--- src/rtl/axis_pkg.sv ---
// axis_pkg: shared stream defaults and width helper for the ready-pipe buffer
package axis_pkg;
    localparam int AXIS_DATA_WIDTH = 32;
    function automatic int clog2(input int n);
        int r = 0;
        while ((1 << r) < n) r++;
        return r;
    endfunction
endpackage

--- src/rtl/axis_sync_fifo_mem.sv ---
// axis_sync_fifo_mem: register-array storage with one write port and a combinational read port
module axis_sync_fifo_mem
    import axis_pkg::*;
#(
    parameter int WIDTH = 33,
    parameter int DEPTH = 8,
    parameter int AW    = clog2(DEPTH)
) (
    input  logic             clk,
    input  logic             we,
    input  logic [AW-1:0]    waddr,
    input  logic [WIDTH-1:0] wdata,
    input  logic [AW-1:0]    raddr,
    output logic [WIDTH-1:0] rdata
);
    logic [WIDTH-1:0] mem_q [DEPTH];
    logic [WIDTH-1:0] mem_d [DEPTH];
    always_comb begin
        mem_d = mem_q;
        mem_d[waddr] = we ? wdata : mem_q[waddr];
    end
    always_ff @(posedge clk) mem_q <= mem_d;
    assign rdata = mem_q[raddr];
endmodule

--- src/rtl/axis_ready_pipe_buffer.sv ---
// axis_ready_pipe_buffer: FIFO that absorbs in-flight beats so upstream ready is a pure register
module axis_ready_pipe_buffer
    import axis_pkg::*;
#(
    parameter int DATA_WIDTH    = AXIS_DATA_WIDTH,
    parameter int READY_LATENCY = 1,
    parameter int DEPTH         = 8
) (
    input  logic                       clk,
    input  logic                       rst,
    input  logic                       s_axis_tvalid,
    input  logic [DATA_WIDTH-1:0]      s_axis_tdata,
    input  logic                       s_axis_tlast,
    output logic                       s_axis_tready,
    output logic                       m_axis_tvalid,
    output logic [DATA_WIDTH-1:0]      m_axis_tdata,
    output logic                       m_axis_tlast,
    input  logic                       m_axis_tready,
    output logic [clog2(DEPTH+1)-1:0]  fill_level
);
    localparam int PW = clog2(DEPTH);
    localparam int CW = clog2(DEPTH + 1);
    if (DEPTH < 2 || (DEPTH & (DEPTH - 1)) != 0) begin : g_bad_depth
        $error("DEPTH must be a power of two");
    end
    if (DEPTH < READY_LATENCY + 2) begin : g_small_depth
        $error("DEPTH must be at least READY_LATENCY + 2");
    end
    if (READY_LATENCY < 1 || READY_LATENCY > 8) begin : g_bad_latency
        $error("READY_LATENCY must be within 1..8");
    end
    logic [PW-1:0]            wr_ptr_q, wr_ptr_d, rd_ptr_q, rd_ptr_d;
    logic [CW-1:0]            count_q, count_d;
    logic [READY_LATENCY-1:0] rdy_q, rdy_d;
    logic                     push, pop, space_ok;
    logic [DATA_WIDTH:0]      head;
    always_comb begin
        push     = s_axis_tvalid && rdy_q[READY_LATENCY-1];
        pop      = (count_q != '0) && m_axis_tready;
        // room must cover every beat still accepted while the stale ready drains
        space_ok = (CW'(DEPTH) - count_q) > CW'(READY_LATENCY);
        wr_ptr_d = wr_ptr_q + PW'(push);
        rd_ptr_d = rd_ptr_q + PW'(pop);
        count_d  = count_q + CW'(push) - CW'(pop);
        rdy_d    = (rdy_q << 1) | READY_LATENCY'(space_ok);
    end
    always_ff @(posedge clk or posedge rst) begin
        if (rst) begin
            wr_ptr_q <= '0;
            rd_ptr_q <= '0;
            count_q  <= '0;
            rdy_q    <= '0;
        end else begin
            wr_ptr_q <= wr_ptr_d;
            rd_ptr_q <= rd_ptr_d;
            count_q  <= count_d;
            rdy_q    <= rdy_d;
        end
    end
    axis_sync_fifo_mem #(
        .WIDTH (DATA_WIDTH + 1),
        .DEPTH (DEPTH),
        .AW    (PW)
    ) u_mem (
        .clk   (clk),
        .we    (push),
        .waddr (wr_ptr_q),
        .wdata ({s_axis_tlast, s_axis_tdata}),
        .raddr (rd_ptr_q),
        .rdata (head)
    );
    assign s_axis_tready = rdy_q[READY_LATENCY-1];
    assign m_axis_tvalid = count_q != '0;
    assign m_axis_tdata  = head[DATA_WIDTH-1:0];
    assign m_axis_tlast  = head[DATA_WIDTH];
    assign fill_level    = count_q;
endmodule

--- config.mk ---
export PLATFORM = sky130hd
export DESIGN_NAME = axis_ready_pipe_buffer
export DESIGN_NICKNAME = d
export VERILOG_FILES = /design/src/rtl/axis_pkg.sv /design/src/rtl/axis_sync_fifo_mem.sv /design/src/rtl/axis_ready_pipe_buffer.sv
export SDC_FILE = /design/constraint.sdc
export NUM_CORES = 1
export LEC_CHECK = 0
export CORE_MARGIN = 10
export CORE_UTILIZATION = 40
export CTS_CLUSTER_SIZE = 16
export DETAILED_ROUTE_END_ITERATION = 8
export GPL_ROUTABILITY_DRIVEN = 0
export PLACE_DENSITY = 0.64
export SLEW_MARGIN = 15
export SYNTH_ARGS = -nofsm -noshare
export SYNTH_HDL_FRONTEND = slang
export SYNTH_SLANG_ARGS = --single-unit
--- constraint.sdc ---
create_clock -name clk -period 4.8 [get_ports clk]
set_clock_uncertainty 0.2 [all_clocks]
set_input_delay 0.96 -clock clk [delete_from_list [all_inputs] [get_ports clk]]
set_output_delay 0.96 -clock clk [all_outputs]
set_load 0.1 [all_outputs]
; Yosys cells after proc, flatten, opt, wreduce, memory -nomap -nowiden
; Index checks and enable logic that the tools add are counted.
[op_classes]
add_sub_neg = 5
n_lt_le_gt_ge = 4
n_mux = 10
bitwise = 2
n_reduce_logical = 4
[op_table]
columns = operator, n
row1 = $bwmux 264, 1
row2 = $bmux 33 s3, 2
row3 = $mux 33, 6
row4 = $demux 33 s3, 1
row5 = $ge 4x4->1 const B, 2
row6 = $not 3->4, 2
row7 = $add 3x1->3, 2
row8 = $add 4x1->4, 1
row9 = $gt 4x1->1 const B, 1
row10 = $lt 4x1->1 const B, 1
row11 = $reduce_bool 4->1, 1
row12 = $sub 4x1->4, 1
row13 = $sub 4x4->4 const A, 1
row14 = $logic_and 1x1->1, 3
[word_totals]
ff_bits = 275
input_bits = 37
out_inout_bits = 39

; Logic depth before layout (Yosys ltp)
[depth]
word_depth = 6
ltp_mapped = 10

; Cells and area by module
; Synthesis repeated with hierarchy kept, for this count alone.
[hier_totals]
hier_cells = 762
area_unflattened_um2 = 12987.5
[by_module_without_submodules]
columns = mod, n_inst, cells_each, area_per_inst_um2
row1 = axis_sync_fifo_mem, 1, 720, 12441.9
row2 = axis_ready_pipe_buffer, 1, 42, 545.5

; Worst setup path before layout
; No wires, ideal clock.
[synth_path]
path_type = reg2reg
start = register wr_ptr_q[1]
end = register u_mem.mem_q[106] in the netlist's numbering (data pin)
arrival_ns = 3.898
setup_slack_ns = 0.477
stages_incl_launch_ff = 7
path_buffers = 3
path_cell_list = dfrtp_1 > buf_6 > buf_4 > clkbuf_1 > nor3_1 > a21oi_1 > a21oi_1
[synth_between]
elab_chain_len = 6
[synth_rtl]
columns = item, line_no
row1 = from (decl), axis_ready_pipe_buffer.sv:32  ; logic [PW-1:0] wr_ptr_q, wr_ptr_d, rd_ptr_q, rd_ptr_d;
row2 = from (signal assigned), axis_ready_pipe_buffer.sv:54  ; wr_ptr_q <= wr_ptr_d;
row3 = $not 3->4 *, axis_sync_fifo_mem.sv:20  ; mem_d[waddr] = we ? wdata : mem_q[waddr];
row4 = $ge 4x4->1 (implied by the code) (tied with other cells), axis_sync_fifo_mem.sv:20
row5 = $logic_and 1x1->1 (implied by the code) / $mux 33 (equally long branches), axis_sync_fifo_mem.sv:20
row6 = $mux 33, axis_sync_fifo_mem.sv:20
row7 = $demux 33 s3 / $mux 33 (equally long branches), axis_sync_fifo_mem.sv:20
row8 = $bwmux 264 *, axis_sync_fifo_mem.sv:20
row9 = to (signal assigned), axis_sync_fifo_mem.sv:22  ; always_ff @(posedge clk) mem_q <= mem_d;
row10 = to (decl), axis_sync_fifo_mem.sv:16  ; logic [WIDTH-1:0] mem_q [DEPTH];
; Mark *: on every way between the ends. The rest lies on a longest branch, timed or not. The select of a mux whose other input is x is not followed.

; Worst setup path after layout
[layout_path]
start = register rd_ptr_q[0]
end = output m_axis_tdata[22]
[layout_between]
elab_chain_len = 4
[layout_rtl]
columns = item, line_no
row1 = from (decl), axis_ready_pipe_buffer.sv:32
row2 = from (signal assigned), axis_ready_pipe_buffer.sv:55  ; rd_ptr_q <= rd_ptr_d;
row3 = $not 3->4 (implied by the code), axis_sync_fifo_mem.sv:23  ; assign rdata = mem_q[raddr];
row4 = $bmux 33 s3, axis_sync_fifo_mem.sv:23
row5 = $mux 33 (implied by the code) (2 in a row), axis_sync_fifo_mem.sv:23
row6 = to (decl), axis_ready_pipe_buffer.sv:16  ; output logic [DATA_WIDTH-1:0] m_axis_tdata,
; No other way between the ends. The select of a mux whose other input is x is not followed.

==> reports/metrics.cfg <==
[floorplan]
core_sq_um=32400
fp.dieArea_sq_um=40200
die_y_um=201
die_w_um=201
pin_count=76
floorplan.initialDensity_pct=40.3
row_count=66

[finish]
final_util_pct=46.9
n_antenna_cell=0
drive_above_1_share_pct=26.0
syn_to_final_growth_pct=16.3
fin_nets=877

[worst_setup_path]
max_stage_delay_ps=790
cp-start-kind=register
path_class=reg -> out
reg2reg_depth=4
cp-startpoint=rd_ptr_q[0]
worstPathMaxFanout=28
timing.rr.start=wr_ptr_q[2]
cp_data_arrival_time_ps=2860
crit_end=m_axis_tdata[22]
cp_slowest_cell=dfrtp_4
crit_path_frequent_cell=buf_4
required_ps=3640
end_kind=output pin
path_cells=buf_4 > mux4_2 > mux2_4 > buf_4
rrSetupSlack_ps=1610
timing.rr.end=u_mem.mem_q[217]

[sta]
fmax_mhz=248
finalHoldViolations=0
fin_crit_ps=4020
setup_viol=0
rsz0062_at_grt=false
finalSetupTns_ps=0
timing_max_transition_violations_final=0
max_slew.worst_pin.slew_ps=997
finalWorstSetupSlack_ps=775
relSlewSlack_pct=33.3
period_share_pct=83.9

[clock_network]
cts_resized=0
cts.hold.buffers_added=0
clock_sinks=275
clk_path_buf_depth=3
clkTransAtPathRegs_ps=60
clockRootBuffer=clkbuf_16
cts.htree.levels=1
numCtsBuffers=29
postCtsSetupBuffers=0
clk_latency_ps=550
cts_tree=yes

[detailed_routing]
vias=7645
wl_per_cell_um=25.4
first_pass_iters=5
postRouteWirelength_mm=32.9
viasPerCell=5.90
drc=0
dr.first_iter.drc_count=607
detail-route-antenna-nets=0

[grt]
gr-total-overflow=0
globalRouteMet2Util_pct=26.3
grt_pass1_wl_mm=49.7
antenna_found_initial=0
grt_max_degree=53
use_met3_pct=2.58
use_met1_pct=21.0
busiest_layer=met2
grt_usage_pct=15.8
grt_pass1_vias=7955

[placed_design]
pre_cts_ws_ps=1310
port_buffers=75
hpwlAfterDp_mm=19.7

[logic_synthesis]
ys_seq_area_share_pct=62.9
syn-instance-count=753
synth.area.top_cells=edfxtp_1 (61%), mux4_2 (10%), mux2_1 (3.9%)
synth_seq_cells=275
avgSynthCellArea_sq_um=17.3
async_flop_share_pct=4.00
synth_nets=799
yosysTopAreaCell=edfxtp_1
synth-edff-count=264
synth_area_sq_um=13000
ys.flop_type=edfxtp_1
synth.distinct_cells=48
yosysTopAreaCellShare_pct=60.8
yosysWarnings=0

[status]
status=completed

[min_path]
min_path_type=reg -> reg

[run]
maxCapViolations=0

==> placed cells by master (no fill, tap or decap), types with 15 or more instances in the layout <==
cell type | Yosys | final
mux2_1 | 45 | 45
mux2_4 | 20 | 20
nor2_1 | 41 | 39
edfxtp_1 | 264 | 264
buf_4 | 6 | 62
mux4_2 | 58 | 58
mux2i_1 | 29 | 29
a21oi_1 | 29 | 29
mux2_2 | 15 | 15
clkdlybuf4s50_1 | 0 | 42
a221oi_1 | 46 | 46
a221o_1 | 23 | 23
clkbuf_16 | 0 | 29
==> worst min path at each step <==
stage                       start            end  slack, ps  cells past startpoint
finish              fill_level[2]  s_axis_tready        340                      1
global route        fill_level[2]  s_axis_tready        380                      1
CTS                 fill_level[2]  s_axis_tready        340                      1
detailed placement  fill_level[2]  s_axis_tready        320                      1
global placement    fill_level[2]  s_axis_tready        340                      1
floorplan             rd_ptr_q[1]    rd_ptr_q[1]        320                      1
==> cells by family after synthesis <==
family / Yosys count / synth area share (%)
buffers and inverters: 70 / 3.09
AOI/OAI and AO/OA: 144 / 8.65
muxes: 175 / 21.3
DFF: 275 / 62.9
and+or+nand+nor: 73 / 2.68
xor gates and xnor gates: 7 / 0.470
adders and majority gates: 9 / 0.921
==> cell type report <==
cell class	instances	area [sq um]
clock buffer	39	773
timing repair buffer	107	946
inverter	10	37.5
multi-input combinational	408	4490
clock inverter	15	165
tap	442	553
sequential	275	8220
fill	2787	17200
==> worst max-delay path: cells and delay by family (launching register included) <==
kind	cells	cell delay [ps]
DFF	1	790
muxes	2	840
buffers and inverters	2	660
==> synth_stat cells (all sizes together) (10+ instances only) <==
cell	count
a21oi	29
a221o	23
a221oi	46
buf	39
clkbuf	21
dfrtp	11
edfxtp	264
inv	10
mux2	80
mux2i	29
mux4	66
nor2	42
o22a	13
==> layer usage <==
metal	up-vias	wire [um]
met5	-	0
met4	0	676
met3	44	2380
met2	306	16100
met1	3975	13800
li1	3320	-
==> metrics by stage <==
step                area, sq um  std cells  hold WS (ps)
CTS                       15200       1296           337
detailed placement        14200       1242           324
global route              15200       1296           378
finish                    15200       1296           339
floorplan                 13000        753           316
global placement          14200       1242           339
==> flip-flops by register name, summed over array words and instances, names as in the netlist <==
name,cells
wr_ptr_q,3
fill_level,4
u_mem.mem_q,264
s_axis_tready,1
rd_ptr_q,3
Power is left out: the tool's default activity adds up to more than one toggle a clock period on the data nets, which glitch-free logic cannot reach.
